$ cat src/rtl/lifo_stack_pkg.sv
// rtl/lifo_stack_pkg.sv - shared defaults and {push, pop} op encoding for lifo_stack
package lifo_stack_pkg;

  localparam int DEFAULT_DATA_W = 8;
  localparam int DEFAULT_DEPTH  = 16;

  typedef enum logic [1:0] {
    OP_IDLE = 2'b00,
    OP_POP  = 2'b01,
    OP_PUSH = 2'b10,
    OP_SWAP = 2'b11
  } op_e;

  function automatic op_e decode_op(input logic push, input logic pop);
    return op_e'({push, pop});
  endfunction

endpackage

$ cat src/rtl/lifo_stack_mem.sv
// rtl/lifo_stack_mem.sv - stack storage: one synchronous write port, one asynchronous read port
module lifo_stack_mem
  import lifo_stack_pkg::*;
#(
  parameter int DATA_W = DEFAULT_DATA_W,
  parameter int DEPTH  = DEFAULT_DEPTH,
  localparam int AW    = $clog2(DEPTH)
) (
  input  logic              clk,
  input  logic              we,
  input  logic [AW-1:0]     waddr,
  input  logic [DATA_W-1:0] wdata,
  input  logic [AW-1:0]     raddr,
  output logic [DATA_W-1:0] rdata
);

  logic [DATA_W-1:0] mem [DEPTH];

  always_ff @(posedge clk) begin
    if (we) begin
      mem[waddr] <= wdata;
    end
  end

  assign rdata = mem[raddr];

endmodule

$ cat src/rtl/lifo_stack.sv
// rtl/lifo_stack.sv - LIFO stack top: op decode, occupancy count, status flags, registered pop output
// Build option: LIFO_STACK_STICKY_ERR_EN makes overflow/underflow sticky until reset.
module lifo_stack
  import lifo_stack_pkg::*;
#(
  parameter int DATA_W  = DEFAULT_DATA_W,
  parameter int DEPTH   = DEFAULT_DEPTH,
  localparam int CNT_W  = $clog2(DEPTH) + 1
) (
  input  logic              clk,
  input  logic              reset,
  input  logic              push,
  input  logic              pop,
  input  logic [DATA_W-1:0] data_in,
  output logic [DATA_W-1:0] data_out,
  output logic              pop_valid,
  output logic [DATA_W-1:0] top,
  output logic [CNT_W-1:0]  count,
  output logic              full,
  output logic              empty,
  output logic              overflow,
  output logic              underflow
);

  localparam int AW = $clog2(DEPTH);

  op_e               op;
  logic [AW-1:0]     top_idx;
  logic [AW-1:0]     wr_idx;
  logic [DATA_W-1:0] rd_data;
  logic [DATA_W-1:0] dout_nxt;
  logic              wr_en;
  logic              cnt_inc;
  logic              cnt_dec;
  logic              pv_nxt;
  logic              ovf_ev;
  logic              udf_ev;

  assign op    = decode_op(push, pop);
  assign full  = (count == CNT_W'(DEPTH));
  assign empty = (count == '0);

  // At count == DEPTH the low bits are zero, so the wrap lands on DEPTH-1 as intended.
  assign top_idx = count[AW-1:0] - AW'(1);
  assign top     = empty ? '0 : rd_data;

  always_comb begin
    wr_en    = 1'b0;
    wr_idx   = top_idx;
    cnt_inc  = 1'b0;
    cnt_dec  = 1'b0;
    pv_nxt   = 1'b0;
    dout_nxt = rd_data;
    ovf_ev   = 1'b0;
    udf_ev   = 1'b0;
    case (op)
      OP_PUSH: begin
        if (full) begin
          ovf_ev = 1'b1;
        end else begin
          wr_en   = 1'b1;
          wr_idx  = count[AW-1:0];
          cnt_inc = 1'b1;
        end
      end
      OP_POP: begin
        if (empty) begin
          udf_ev = 1'b1;
        end else begin
          cnt_dec = 1'b1;
          pv_nxt  = 1'b1;
        end
      end
      OP_SWAP: begin
        // Empty swap bypasses storage entirely: the pushed word comes straight back out.
        pv_nxt = 1'b1;
        if (empty) begin
          dout_nxt = data_in;
        end else begin
          wr_en = 1'b1;
        end
      end
      default: ;
    endcase
  end

  lifo_stack_mem #(
    .DATA_W (DATA_W),
    .DEPTH  (DEPTH)
  ) u_mem (
    .clk   (clk),
    .we    (wr_en & ~reset),
    .waddr (wr_idx),
    .wdata (data_in),
    .raddr (top_idx),
    .rdata (rd_data)
  );

  always_ff @(posedge clk) begin
    if (reset) begin
      count     <= '0;
      data_out  <= '0;
      pop_valid <= 1'b0;
      overflow  <= 1'b0;
      underflow <= 1'b0;
    end else begin
      pop_valid <= pv_nxt;
      if (pv_nxt) begin
        data_out <= dout_nxt;
      end
      if (cnt_inc) begin
        count <= count + CNT_W'(1);
      end else if (cnt_dec) begin
        count <= count - CNT_W'(1);
      end
`ifdef LIFO_STACK_STICKY_ERR_EN
      overflow  <= overflow | ovf_ev;
      underflow <= underflow | udf_ev;
`else
      overflow  <= ovf_ev;
      underflow <= udf_ev;
`endif
    end
  end

endmodule

$ cat config.mk
export PLATFORM = sky130hd
export DESIGN_NAME = lifo_stack
export DESIGN_NICKNAME = d
export VERILOG_FILES = /design/src/rtl/lifo_stack_pkg.sv /design/src/rtl/lifo_stack_mem.sv /design/src/rtl/lifo_stack.sv
export SDC_FILE = /design/constraint.sdc
export NUM_CORES = 1
export LEC_CHECK = 0
export ABC_AREA = 1
export CORE_MARGIN = 5
export CORE_UTILIZATION = 24
export CTS_BUF_LIST = sky130_fd_sc_hd__clkbuf_2 sky130_fd_sc_hd__clkbuf_4 sky130_fd_sc_hd__clkbuf_8
export DETAILED_ROUTE_END_ITERATION = 6
export GPL_TIMING_DRIVEN = 0
export SETUP_SLACK_MARGIN = 0.1
export SLEW_MARGIN = 15
export SYNTH_ARGS = -nofsm -noshare
export SYNTH_HDL_FRONTEND = slang
export SYNTH_SLANG_ARGS = --single-unit
$ cat constraint.sdc
create_clock -name clk -period 3.44 [get_ports clk]
set_clock_uncertainty 0.05 [all_clocks]
set_input_delay 1.032 -clock clk [delete_from_list [all_inputs] [get_ports clk]]
set_output_delay 1.032 -clock clk [all_outputs]
set_load 0.01 [all_outputs]
==> impl_summary.md, run 1 <==
Die
For this configuration, the core starts out at a cell density of 0.243. The die is 175 µm wide. The area of the die is 30700 µm².

After floorplanning, the core was sized to cover 27000 µm². After floorplanning, the core was divided into 60 placement rows. The chip height is 175 µm. In this run the count of I/O pins placed on the die edge is 38.

Synth
After synthesis, the largest family of logic cells by area is simple AND/OR/NAND/NOR gates. Counting flops with an async set or reset pin after synthesis yields a share of 0. The number of instances in the synthesized netlist is 673.

After synthesis, the cell types taking the most area are edfxtp_1 59%, nand2_1 11%, nand3_1 8.5%, inv_1 6.1%, dfxtp_1 4.9%. The xor and xnor fraction of the mapped netlist area is 0.00897. Of the total synthesized cell area, the portion taken by full adders, half adders and majority gates is 0.0126. When the netlist entered floorplanning its net count stood at 691.

The number of register bits inferred by synthesis is 144. The synthesized-area fraction occupied by ao, oa, aoi and oai cells is 0.0294. The portion of synthesized cell area occupied by the leading cell type is 0.586. The portion of synthesized area spent on multiplexers is 0.

The number of unique standard cell types used by synthesis is 36. The synthesized design contains 128 enable-type register cells. The area of the mapped netlist is 6560 µm². The Yosys step of the flow raised 0 warnings. The share of the Yosys chip area taken by registers is 0.635. The synthesized-area fraction occupied by and/or/nand/nor cells is 0.229. The most used flip-flop cell after synthesis is edfxtp_1.

The largest area contributor in the netlist is edfxtp_1. The average footprint of a synthesized cell is 9.74 µm².

Detailed routing
After detailed routing, the number of remaining DRC violations is 0. The count of nets left with antenna violations once routing finished came out at 0. The violation count after the first detailed-routing iteration is 408. After detailed routing, the total wire length is 18200 µm. The routed wirelength normalized by instance count is 16.4 µm.

For this run, the detailed router's first-pass iteration total came to 7. Dividing the detail-routed via count by the number of cells gives 4.46. The via count of the routed design is 4965.

Cells and area
The total number of nets in the final design is 779. The final core area utilization is 0.330. The finished cells cover 8890 µm².

Counting the fill cells in the layout gives 2628. In the final layout, the share of cells above drive strength 1 is 0.266. The area growth from synthesis to layout is 35.6%. The count of antenna diodes in the layout is 0.

Pwr
The internal power is 4.04 mW. The share of total power dissipated in the clock network is 0.223. For this design the total switching power over the nets is 2.38 mW. For this design the static power due to leakage is 3.62 nW. The total power is 6.43 mW. VDD sags by at most 0.000320 V. The share of total power dissipated in combinational logic is 0.456.

The power density over the cells is 722 nW/µm². Of the total power, the share spent switching nets is 0.371. The sequential share of power is 0.321.

Clock network
TritonCTS built the clock tree. The number of buffers created by CTS is 17. Clock tree synthesis selected as its root buffer the cell clkbuf_8. The clock passes through at most 2 buffers.

Buffers inserted to repair hold after CTS numbered 0. After clock tree synthesis, the clock-pin slew on the worst setup and hold paths is 0.08 ns. The CTS sink count is 144. The H-tree generated during clock tree synthesis spans 4 levels.

At the later pin of the worst-skew pair, clock insertion delay measures 0.46 ns.

Timing
The number of setup violations in the final report is 0. Setup repair after global routing could not meet its margin everywhere. The post-layout worst setup margin is 0.00563 ns.

After layout, the minimum clock period comes to 3.43 ns. The fraction of the cycle the final worst path needs is 0.998. Derived from the worst setup path, the maximum achievable clock frequency is 0.291 GHz. The number of hold violations in the final report is 0.

In this run the tightest slew margin relative to its limit is 0.344. At the pin with the least slew margin, the transition time is 0.980 ns. The max-slew violation count came to 0.

Placement
The count of buffers added on input and output ports is 37. The placed instance area is 7350 µm². The placement-stage worst setup slack is -1.12 ns.

The half-perimeter wire length of the detailed placement result is 11700 µm. The congestion estimate from routability-driven global placement came to 0.908.

Worst setup path
The sort of element at the end of the critical path is an output pin. The largest fanout of any net on the critical path is 8. The worst setup path is of the reg2out kind. The worst setup path is launched from a flip-flop.

For the worst setup path, the data required time is 2.36 ns. The arrival time reported for the critical path endpoint is 2.35 ns. The minimum setup slack among reg-to-reg paths is 0.04 ns.

Global routing
The via count of the first global-routing pass came to 4904. The first global-routing pass estimated 27800 µm of wire. The initial antenna violation count is 0.

The global-route total usage across every layer is 0.119. Global routing finished with a remaining overflow of 0. Entering global routing, the biggest net connects 18 pins.

Hold path
The path category of the worst min-delay check is reg2reg.

Run status
The flow ran to the end, and the final reports show no timing, DRC or antenna violations.

Job
Across the run, the number of max-cap violations was 0.
[area by class of cell]
class                      instances  area, µm²  area share
sequential                       144       4170       0.469
clock inverter                    12        168      0.0188
tap                              341        427      0.0480
multi-input combinational        390       2560       0.288
clock buffer                      18        241      0.0271
timing repair buffer              72        688      0.0774
inverter                         114        440      0.0495
buffer                            22        196      0.0221
[layout by cell type (no fill, tap or decap), types with 4 or more instances in the layout]
master,count
clkbuf_1,4
buf_2,17
a21oi_1,11
nor2_1,29
clkdlybuf4s50_1,29
inv_2,5
nand2_2,4
bufinv_16,4
buf_12,6
buf_4,26
or2_2,5
nand2_1,188
a21oi_2,10
edfxtp_1,128
o21ai_0,9
nand3_2,43
nand3_1,34
inv_1,105
nand3_4,34
dfxtp_1,14
clkbuf_8,20
buf_6,6
[layer usage]
| layer | track usage | vias up | share of wire |
|---|---|---|---|
| li1 | - | 2365 | - |
| met4 | 0.0543 | 0 | 0.026 |
| met2 | 0.183 | 206 | 0.46 |
| met1 | 0.159 | 2358 | 0.44 |
| met5 | 0 | - | 0 |
| met3 | 0.0286 | 36 | 0.075 |
[critical path: stages (launching register included)]
cell and delay, ns:
dfxtp_4 0.38, inv_6 0.04, buf_6 0.11, buf_12 0.12, ha_4 0.38, buf_12 0.14
buf_16 0.13, nand3_2 0.09, nand3_2 0.10, nand3_2 0.09, a21oi_2 0.16, buf_2 0.15
[flip-flops by register name, summed over array words and instances, names as in the netlist]
| name | count |
|---|---|
| underflow | 1 |
| data_out | 8 |
| overflow | 1 |
| u_mem.mem | 128 |
| pop_valid | 1 |
| count | 5 |
[timing repair]
item / in CTS / in global routing
gates cloned: 3 / 0
buffers inserted: 26 / 6
setup endpoints to repair: 138 / 10
resized for setup: 157 / 48
pin swaps: 49 / 23
[through the flow]
stage	instances	hold WS, ns	TNS [ns]
after global routing	1113	0.439	-0.441
after floorplan	673	0.431	0
after CTS	1109	0.422	-0.494
after detailed placement	1051	0.409	-53.88
final	1113	0.419	0
after global placement	1051	0.404	-58.31
[cells by family after synthesis]
family / count (synthesis)
buf+inv: 139
fa+ha+maj: 6
simple gates: 344
xor+xnor: 5
flops: 144
compound gates: 35
[final timing paths]
kind / cells past startpoint / from / end
max: 11 / count[0]$_SDFFE_PP0P_ / top[4]
min: 2 / data_out[6]$_SDFFE_PP0P_ / data_out[6]$_SDFFE_PP0P_
max reg2reg: 24 / count[0]$_SDFFE_PP0P_ / data_out[1]$_SDFFE_PP0P_
min reg2reg: 2 / data_out[6]$_SDFFE_PP0P_ / data_out[6]$_SDFFE_PP0P_
[Yosys cell counts, types with 2 or more instances]
| master | instances |
|---|---|
| nand3_1 | 111 |
| edfxtp_1 | 128 |
| buf_1 | 2 |
| inv_2 | 6 |
| buf_6 | 2 |
| inv_1 | 107 |
| dfxtp_1 | 16 |
| nand2_1 | 190 |
| or2_2 | 5 |
| a21oi_1 | 20 |
| nor2_1 | 29 |
| o21ai_1 | 2 |
| ha_1 | 5 |
| o21ai_0 | 9 |
| buf_2 | 11 |
| nand2_2 | 2 |
| clkbuf_1 | 8 |
| xor2_1 | 2 |
[power by group through the flow]
stage | clock, mW | combinational [mW] | sequential (mW)
2_1_floorplan | 0 | 1.10 | 2.11
3_3_place_gp | 0 | 1.87 | 2.09
3_5_place_dp | 0 | 1.88 | 2.10
4_1_cts | 1.44 | 2.59 | 2.06
5_1_grt | 1.53 | 3.14 | 2.07
6_report | 1.43 | 2.93 | 2.06
Note: power is estimated with default switching activity, not from simulation.
==> inputs of run 2 (changes only) <==
CORE_ASPECT_RATIO = 0.7   (was default)
==> impl_summary.md, run 2 (synthesized netlist as in run 1, its figures left out) <==
Timing
The number of hold violations in the final report is 0 (unchanged). The number of setup violations in the final report was 8 (was 0). The max-slew violation count is 0 (unchanged).

The actual transition at the worst max-transition pin came to 0.897 ns (was 0.980 ns). The maximum clock frequency is 0.281 GHz (was 0.291 GHz). The fraction of the cycle the final worst path needs is 1.03 (was 0.998). The max-slew headroom at the worst pin came to 0.400 (was 0.344). Unrepaired setup endpoints after global routing: true (unchanged). The final critical-path required period is 3.56 ns (was 3.43 ns). The post-layout worst setup margin came to -0.117 ns (was 0.00563 ns).

Cells and area
The area growth from synthesis to layout is 30.8% (was 35.6%). Largest registers ranked by flip-flop count: u_mem.mem x128, data_out x8, count x5 (unchanged). The most frequent standard cell in the layout excluding fill and tap cells is nand2_1 (unchanged). The flip-flop count of the largest register, all copies and words added is 128 (unchanged). The total number of nets in the final design is 768 (was 779).

Leading cell types in the layout, fill and taps excluded: 188 x nand2_1, 128 x edfxtp_1, 106 x inv_1 (was 188 x nand2_1, 128 x edfxtp_1, 105 x inv_1). The ratio of cells with drive above 1 in the final layout is 0.235 (was 0.266). The largest register by flop count is u_mem.mem (unchanged).

Worst setup path
The worst flop-to-flop path endpoint was u_mem.mem[4][3]$_DFFE_PP_ (was data_out[1]$_SDFFE_PP0P_). The cell family contributing the most delay on the critical path is buffers and inverters (unchanged). The worst reg2reg path depth is 12 (was 24). The required time of the critical path was 2.36 ns (about the same). The minimum setup slack among reg-to-reg paths is 0.47 ns (was 0.04 ns). The sum of buffers and inverters on the critical path is 7 (was 6). The category of the most critical setup path is reg2out (unchanged). The reg-to-reg startpoint is count[0]$_SDFFE_PP0P_ (unchanged). The arrival time reported for the critical path endpoint is 2.48 ns (was 2.35 ns). The peak per-stage delay on the critical path came to 0.39 ns (was 0.38 ns).

The sort of element at the end of the critical path is an output pin (unchanged). The startpoint kind of the worst setup timing path is a flip-flop (unchanged). The cell repeated most along the worst path is buf_8 (was nand3_2). The largest fanout of any net on the critical path came to 8 (unchanged). The cell with the largest stage delay on the worst path is ha_4 (was dfxtp_4). Cells along the critical path: buf_8 -> inv_6 -> buf_8 -> buf_12 -> ha_4 -> clkbuf_16 -> buf_8 -> nand3_4 -> nand3_4 -> nand3_2 -> a21oi_2 -> buf_2 (was inv_6 -> buf_6 -> buf_12 -> ha_4 -> buf_12 -> buf_16 -> nand3_2 -> nand3_2 -> nand3_2 -> a21oi_2 -> buf_2).

Global routing
The maximum number of pins on one net before global-route repair is 18 (unchanged). The leftover overflow at the end of global routing is 0 (unchanged). The most congested layer reported by global routing was met1 (was met2). The met2 track utilization from global routing is 0.160 (was 0.183). The met3 capacity usage during global routing is 0.0352 (was 0.0286). The global-route total usage across every layer came to 0.121 (was 0.119).

The met1 capacity usage during global routing is 0.191 (was 0.159). The global-route wire length before repair is 28000 µm (was 27800 µm). The initial antenna violation count is 1 (was 0).

The via count of the first global-routing pass is 4697 (was 4904).

Detailed routing
The antenna violation net count after detailed routing is 0 (unchanged). The wire length after detailed routing is 18600 µm (was 18200 µm). The number of iterations in the first detailed-routing pass is 5 (was 7).

The routed wirelength normalized by instance count is 16.5 µm (was 16.4 µm). The number of remaining DRC errors came to 0 (unchanged). The via count of the routed design is 4975 (was 4965). The violation count after the first detailed-routing iteration is 530 (was 408). The average via count per standard cell was 4.41 (was 4.46).

Pwr
The worst ir drop on vdd is 0.000382 V (was 0.000320 V). The total power was 6.04 mW (was 6.43 mW). The leakage dissipation was 3.50 nW (was 3.62 nW). The power density over the cells is 705 nW/µm² (was 722 nW/µm²).

Die
The starting utilization of the core area is 0.244 (was 0.243). The chip width is 208 µm (was 175 µm). The number of placement rows is 50 (was 60). The core area came to 26800 µm² (was 27000 µm²).

The chip height is 148 µm (was 175 µm). The count of pins on the block boundary came to 38 (unchanged). The area of the die came to 30800 µm² (was 30700 µm²).

Clock network
The TritonCTS clock tree is yes (unchanged). The post-cts hold buffer count is 0 (unchanged). The number of buffers created by CTS is 17 (unchanged). The largest buffer count on any clock path is 2 (unchanged).

The number of H-tree branching levels is 4 (unchanged). The cell at the root of the clock tree is clkbuf_8 (unchanged). The post-CTS clock slew at the launch and capture registers of the worst setup and hold paths is 0.10 ns (was 0.08 ns). The source-to-sink clock delay at the later pin of the worst-skew pair is 0.47 ns (was 0.46 ns). The CTS sink count was 144 (unchanged).

Run status
The checks that failed: negative setup slack. Result of the run: finished with violations (was completed).

Hold path
The number of cells traversed by the worst hold path is 2 (unchanged). The endpoint of the worst hold path is data_out[5]$_SDFFE_PP0P_ (was data_out[6]$_SDFFE_PP0P_). The path category of the worst min-delay check was reg2reg (unchanged). The source of the worst hold timing path is data_out[5]$_SDFFE_PP0P_ (was data_out[6]$_SDFFE_PP0P_).

Placement
The total of buffers placed on input and output ports is 37 (unchanged). The half-perimeter wire length of the detailed placement result came to 12800 µm (was 11700 µm). The placement-stage worst setup slack is -1.16 ns (was -1.12 ns). The global placer's final weighted congestion is 0.949 (was 0.908).

Job
The max-capacitance violation count is 0 (unchanged).
[run 2: power by group]
group	internal (mW)	total (mW)	switching [mW]	leakage, nW
Sequential	2.00	2.06	0.0564	1.28
Combinational	1.07	2.61	1.55	2.03
Clock	0.651	1.37	0.720	0.185
[run 2: how the worst max path moves through the flow]
stage | from | end | slack, ns | cells past startpoint
after detailed placement | count[0]$_SDFFE_PP0P_ | top[1] | -1.16 | 12
after global routing | count[0]$_SDFFE_PP0P_ | top[7] | -0.21 | 12
final | count[0]$_SDFFE_PP0P_ | top[7] | -0.12 | 12
after global placement | count[0]$_SDFFE_PP0P_ | top[4] | -1.18 | 13
after CTS | count[0]$_SDFFE_PP0P_ | top[7] | -0.13 | 12
after floorplan | count[0]$_SDFFE_PP0P_ | top[4] | 0.11 | 12
[run 2: cell type report]
| type | count | area [µm²] |
|---|---|---|
| Buffer | 24 | 243 |
| Timing Repair Buffer | 59 | 559 |
| Antenna cell | 1 | 2.50 |
| Clock inverter | 15 | 159 |
| Fill cell | 2659 | 18300 |
| Multi-Input combinational cell | 390 | 2310 |
| Clock buffer | 17 | 234 |
| Tap cell | 364 | 455 |
| Sequential cell | 144 | 4170 |
| Inverter | 114 | 445 |
[run 2: worst reg2reg max path, cell delays in order, from the launching register on]
cell and delay [ns]:
dfxtp_4 0.37, buf_8 0.11, inv_6 0.03, buf_8 0.11, buf_12 0.13, ha_4 0.40, inv_8 0.09, buf_8 0.15
nand2_1 0.07, o21ai_1 0.10, inv_1 0.10, nand3_1 0.17, nor2_1 0.73
[run 2: what timing repair did]
| item | CTS | global route |
|---|---|---|
| pin swaps | 27 | 11 |
| cloned | 2 | 0 |
| setup endpoints to repair | 138 | 9 |
| resized for setup | 155 | 15 |
| setup buffers | 15 | 5 |
| hold endpoints to repair | 0 | 0 |
[run 2: metrics by stage]
stage | instances | cell area, µm² | TNS, ns | util | hold slack, ns
final | 1128 | 8580 | -0.608 | 0.320 | 0.429
after global routing | 1128 | 8580 | -1.33 | 0.320 | 0.440
after CTS | 1122 | 8480 | -0.784 | 0.316 | 0.428
after detailed placement | 1074 | 7380 | -68.78 | 0.275 | 0.411
after global placement | 1074 | 7380 | -65.80 | 0.275 | 0.407
after floorplan | 673 | 6560 | 0 | - | 0.431
[run 2: layer usage]
metal	vias to the layer above	share of wire
li1	2351	-
met1	2411	0.49
met2	193	0.40
met3	20	0.097
met4	0	0.010
met5	-	0
==> inputs of run 3 (changes only) <==
SYNTH_HIERARCHICAL = 1   (was default)
==> impl_summary.md, run 3 <==
Run status
Result of the run: completed (was finished with violations).

Cells and area
The largest register by flop count is u_mem/mem (was u_mem.mem). Leading cell types in the layout, fill and taps excluded: 187 x nand2_1, 128 x edfxtp_1, 115 x inv_1 (was 188 x nand2_1, 128 x edfxtp_1, 106 x inv_1). The total area of multi-input combinational cells is 2210 µm² (was 2310 µm²). The area growth from synthesis to layout is 31.0% (was 30.8%). The finished layout cell area is 8690 µm² (was 8580 µm²). The sequential cell area in the final layout is 4170 µm² (about the same). The most frequent standard cell in the layout excluding fill and tap cells is nand2_1 (unchanged).

The flip-flop count of the largest register, all copies and words added came to 128 (unchanged). The total number of nets in the final design was 783 (was 768). The ratio of cells with drive above 1 in the final layout is 0.250 (was 0.235).

The total of fill cells in the finished design is 2756 (was 2659). The count of antenna diodes in the layout is 0 (was 1). Largest registers ranked by flip-flop count: u_mem/mem x128, data_out x8, count x5 (was u_mem.mem x128, data_out x8, count x5).

Timing
Unrepaired setup endpoints after global routing: true (unchanged). The fraction of the cycle the final worst path needs was 0.987 (was 1.03). The post-layout worst setup margin came to 0.0458 ns (was -0.117 ns). The maximum clock frequency came to 0.295 GHz (was 0.281 GHz).

The max-slew violation count came to 0 (unchanged). The final hold slack was 0.470 ns (was 0.429 ns). The max-slew headroom at the worst pin came to 0.394 (was 0.400).

The number of hold violations in the final report came to 0 (unchanged). The final critical-path required period is 3.39 ns (was 3.56 ns). The actual transition at the worst max-transition pin came to 0.906 ns (was 0.897 ns). The number of setup violations in the final report is 0 (was 8).

Synth
The number of register bits inferred by synthesis is 144 (unchanged). The number of unique standard cell types used by synthesis is 27 (was 36). The most used flip-flop cell after synthesis is edfxtp_1 (unchanged). The count of warnings emitted by yosys was 6 (was 0). The largest area contributor in the netlist is edfxtp_1 (unchanged). The portion of synthesized cell area occupied by the leading cell type is 0.580 (was 0.586). The average footprint of a synthesized cell was 9.65 µm² (was 9.74 µm²).

Commonest cells in the netlist: 204 x nand2_1, 128 x edfxtp_1, 126 x inv_1, 108 x nand3_1, 24 x nor2_1 (was 190 x nand2_1, 128 x edfxtp_1, 111 x nand3_1, 107 x inv_1, 29 x nor2_1). The number of synthesized flops with an enable pin is 128 (unchanged). The share of flip-flops with an asynchronous set or reset is 0 (unchanged). The most used standard cell by instance count after synthesis is nand2_1 (unchanged). The synthesized netlist net count is 703 (was 691). The number of instances in the synthesized netlist is 687 (was 673). The area of the mapped netlist is 6630 µm² (was 6560 µm²). Top cells by area, synth: edfxtp_1 58%, nand2_1 12%, nand3_1 8.2%, inv_1 7.1%, dfxtp_1 4.8% (was edfxtp_1 59%, nand2_1 11%, nand3_1 8.5%, inv_1 6.1%, dfxtp_1 4.9%). The sequential-to-total area share from yosys stat is 0.628 (was 0.635).

Clock network
The largest buffer count on any clock path is 2 (unchanged). The post-CTS clock slew at the launch and capture registers of the worst setup and hold paths is 0.09 ns (was 0.10 ns). The cell at the root of the clock tree is clkbuf_8 (unchanged). The post-cts hold buffer count is 0 (unchanged). The number of buffers created by CTS was 17 (unchanged). The TritonCTS clock tree is yes (unchanged). The CTS sink count was 144 (unchanged).

The number of H-tree branching levels came to 4 (unchanged). The source-to-sink clock delay at the later pin of the worst-skew pair came to 0.45 ns (was 0.47 ns).

Pwr
The worst ir drop on vdd was 0.000392 V (was 0.000382 V). The power density over the cells was 765 nW/µm² (was 705 nW/µm²). The leakage dissipation is 3.61 nW (was 3.50 nW).

Detailed routing
The number of iterations in the first detailed-routing pass is 5 (unchanged). The via count of the routed design was 5028 (was 4975). The wire length after detailed routing is 19000 µm (was 18600 µm). The number of remaining DRC errors is 0 (unchanged). The violation count after the first detailed-routing iteration was 469 (was 530). The antenna violation net count after detailed routing was 0 (unchanged). The routed wirelength normalized by instance count is 16.6 µm (was 16.5 µm). The average via count per standard cell came to 4.40 (was 4.41).

Placement
The total of buffers placed on input and output ports is 36 (was 37). The placement-stage worst setup slack came to -0.480 ns (was -1.16 ns). The global placer's final weighted congestion came to 0.900 (was 0.949).

The placed instance area is 7440 µm² (was 7380 µm²). The half-perimeter wire length of the detailed placement result is 12600 µm (was 12800 µm).

Worst setup path
The category of the most critical setup path was reg2out (unchanged). The minimum setup slack among reg-to-reg paths is 0.44 ns (was 0.47 ns). The sort of element at the end of the critical path was an output pin (unchanged). Cells along the critical path: inv_6 -> ha_4 -> xor2_2 -> buf_6 -> clkinvlp_4 -> buf_8 -> buf_12 -> nand3_2 -> nand3_2 -> nand2_2 -> nand2_2 -> inv_1 -> buf_2 (was buf_8 -> inv_6 -> buf_8 -> buf_12 -> ha_4 -> clkbuf_16 -> buf_8 -> nand3_4 -> nand3_4 -> nand3_2 -> a21oi_2 -> buf_2). The peak per-stage delay on the critical path is 0.37 ns (was 0.39 ns). The largest fanout of any net on the critical path came to 5 (was 8).

The cell family contributing the most delay on the critical path is buffers and inverters (unchanged). The arrival time reported for the critical path endpoint is 2.31 ns (was 2.48 ns). The cell with the largest stage delay on the worst path is dfxtp_4 (was ha_4). The sum of buffers and inverters on the critical path is 7 (unchanged). The required time of the critical path came to 2.36 ns (about the same).

The startpoint kind of the worst setup timing path is a flip-flop (unchanged).

Die
The chip height is 149 µm (was 148 µm). The area of the die is 31100 µm² (was 30800 µm²). The number of placement rows is 50 (unchanged). The count of pins on the block boundary came to 38 (unchanged). The core area is 27000 µm² (was 26800 µm²). The chip width was 209 µm (was 208 µm). The starting utilization of the core area is 0.246 (was 0.244).

Global routing
The maximum number of pins on one net before global-route repair came to 18 (unchanged). The leftover overflow at the end of global routing was 0 (unchanged). The global-route wire length before repair is 28700 µm (was 28000 µm). The global-route total usage across every layer is 0.122 (was 0.121). The via count of the first global-routing pass is 4833 (was 4697).

The initial antenna violation count was 1 (unchanged).

Job
The max-capacitance violation count came to 0 (unchanged).

Hold path
The path category of the worst min-delay check is reg2reg (unchanged).
-- run 3: per-stage QoR --
step | TNS [ns] | util | power [mW] | std cells
2_1_floorplan | 0 | - | 3.30 | 687
3_3_place_gp | -37.10 | 0.276 | 4.17 | 1087
3_5_place_dp | -43.55 | 0.276 | 4.19 | 1087
4_1_cts | 0 | 0.312 | 6.25 | 1139
5_1_grt | -0.129 | 0.322 | 6.97 | 1144
6_report | 0 | 0.322 | 6.65 | 1144
-- run 3: final timing paths --
path | start | depth (start not counted) | to
worst max register to register | count[0]$_SDFFE_PP0P_ | 10 | u_mem/mem[13][7]$_DFFE_PP_
worst max-delay path | count[0]$_SDFFE_PP0P_ | 13 | top[3]
worst min-delay path | data_out[3]$_SDFFE_PP0P_ | 2 | data_out[3]$_SDFFE_PP0P_
worst min register to register | data_out[3]$_SDFFE_PP0P_ | 2 | data_out[3]$_SDFFE_PP0P_
-- run 3: timing repair --
| item | CTS | global route |
|---|---|---|
| setup buffers | 17 | 5 |
| resized for setup | 127 | 64 |
| pin swaps | 19 | 12 |
| setup endpoints to repair | 32 | 92 |
| gates cloned | 3 | 0 |
-- run 3: tightest hold or removal path, cell delays in order, from the launching register on --
cell and delay [ns]:
dfxtp_1 0.32, nor2_1 0.12, a311oi_2 0.04
-- run 3: logic make-up after synthesis --
family	count (synthesis)	share of synthesized area
AND/OR/NAND/NOR	347	0.225
buffers and inverters	159	0.104
flip-flops	144	0.628
AO/OA/AOI/OAI	29	0.0300
XOR/XNOR	4	0.00528
adder cells (fa/ha/maj)	4	0.00755
-- run 3: layout make-up --
class,count,area share
clock buffers,17,0.0269
clock inverters,15,0.0194
well taps,364,0.0524
plain buffers,28,0.0343
flip-flops and latches,144,0.480
multi-input cells,384,0.254
repair buffers,61,0.0732
inverters,131,0.0598
-- run 3: power breakdown --
group          internal, mW  total [mW]  leakage, nW  switching (mW)
combinational          1.36        3.20         2.13            1.84
clock                 0.711        1.39        0.194           0.679
sequential             2.00        2.06         1.29          0.0514
total                  4.07        6.65         3.61            2.57
-- run 3: layer usage --
metal  up-vias  track usage  share of wire
li1       2374            -              -
met1      2445        0.181           0.47
met2       196        0.173           0.42
met3        13       0.0439           0.11
met4         0       0.0205         0.0036
met5         -            0              0
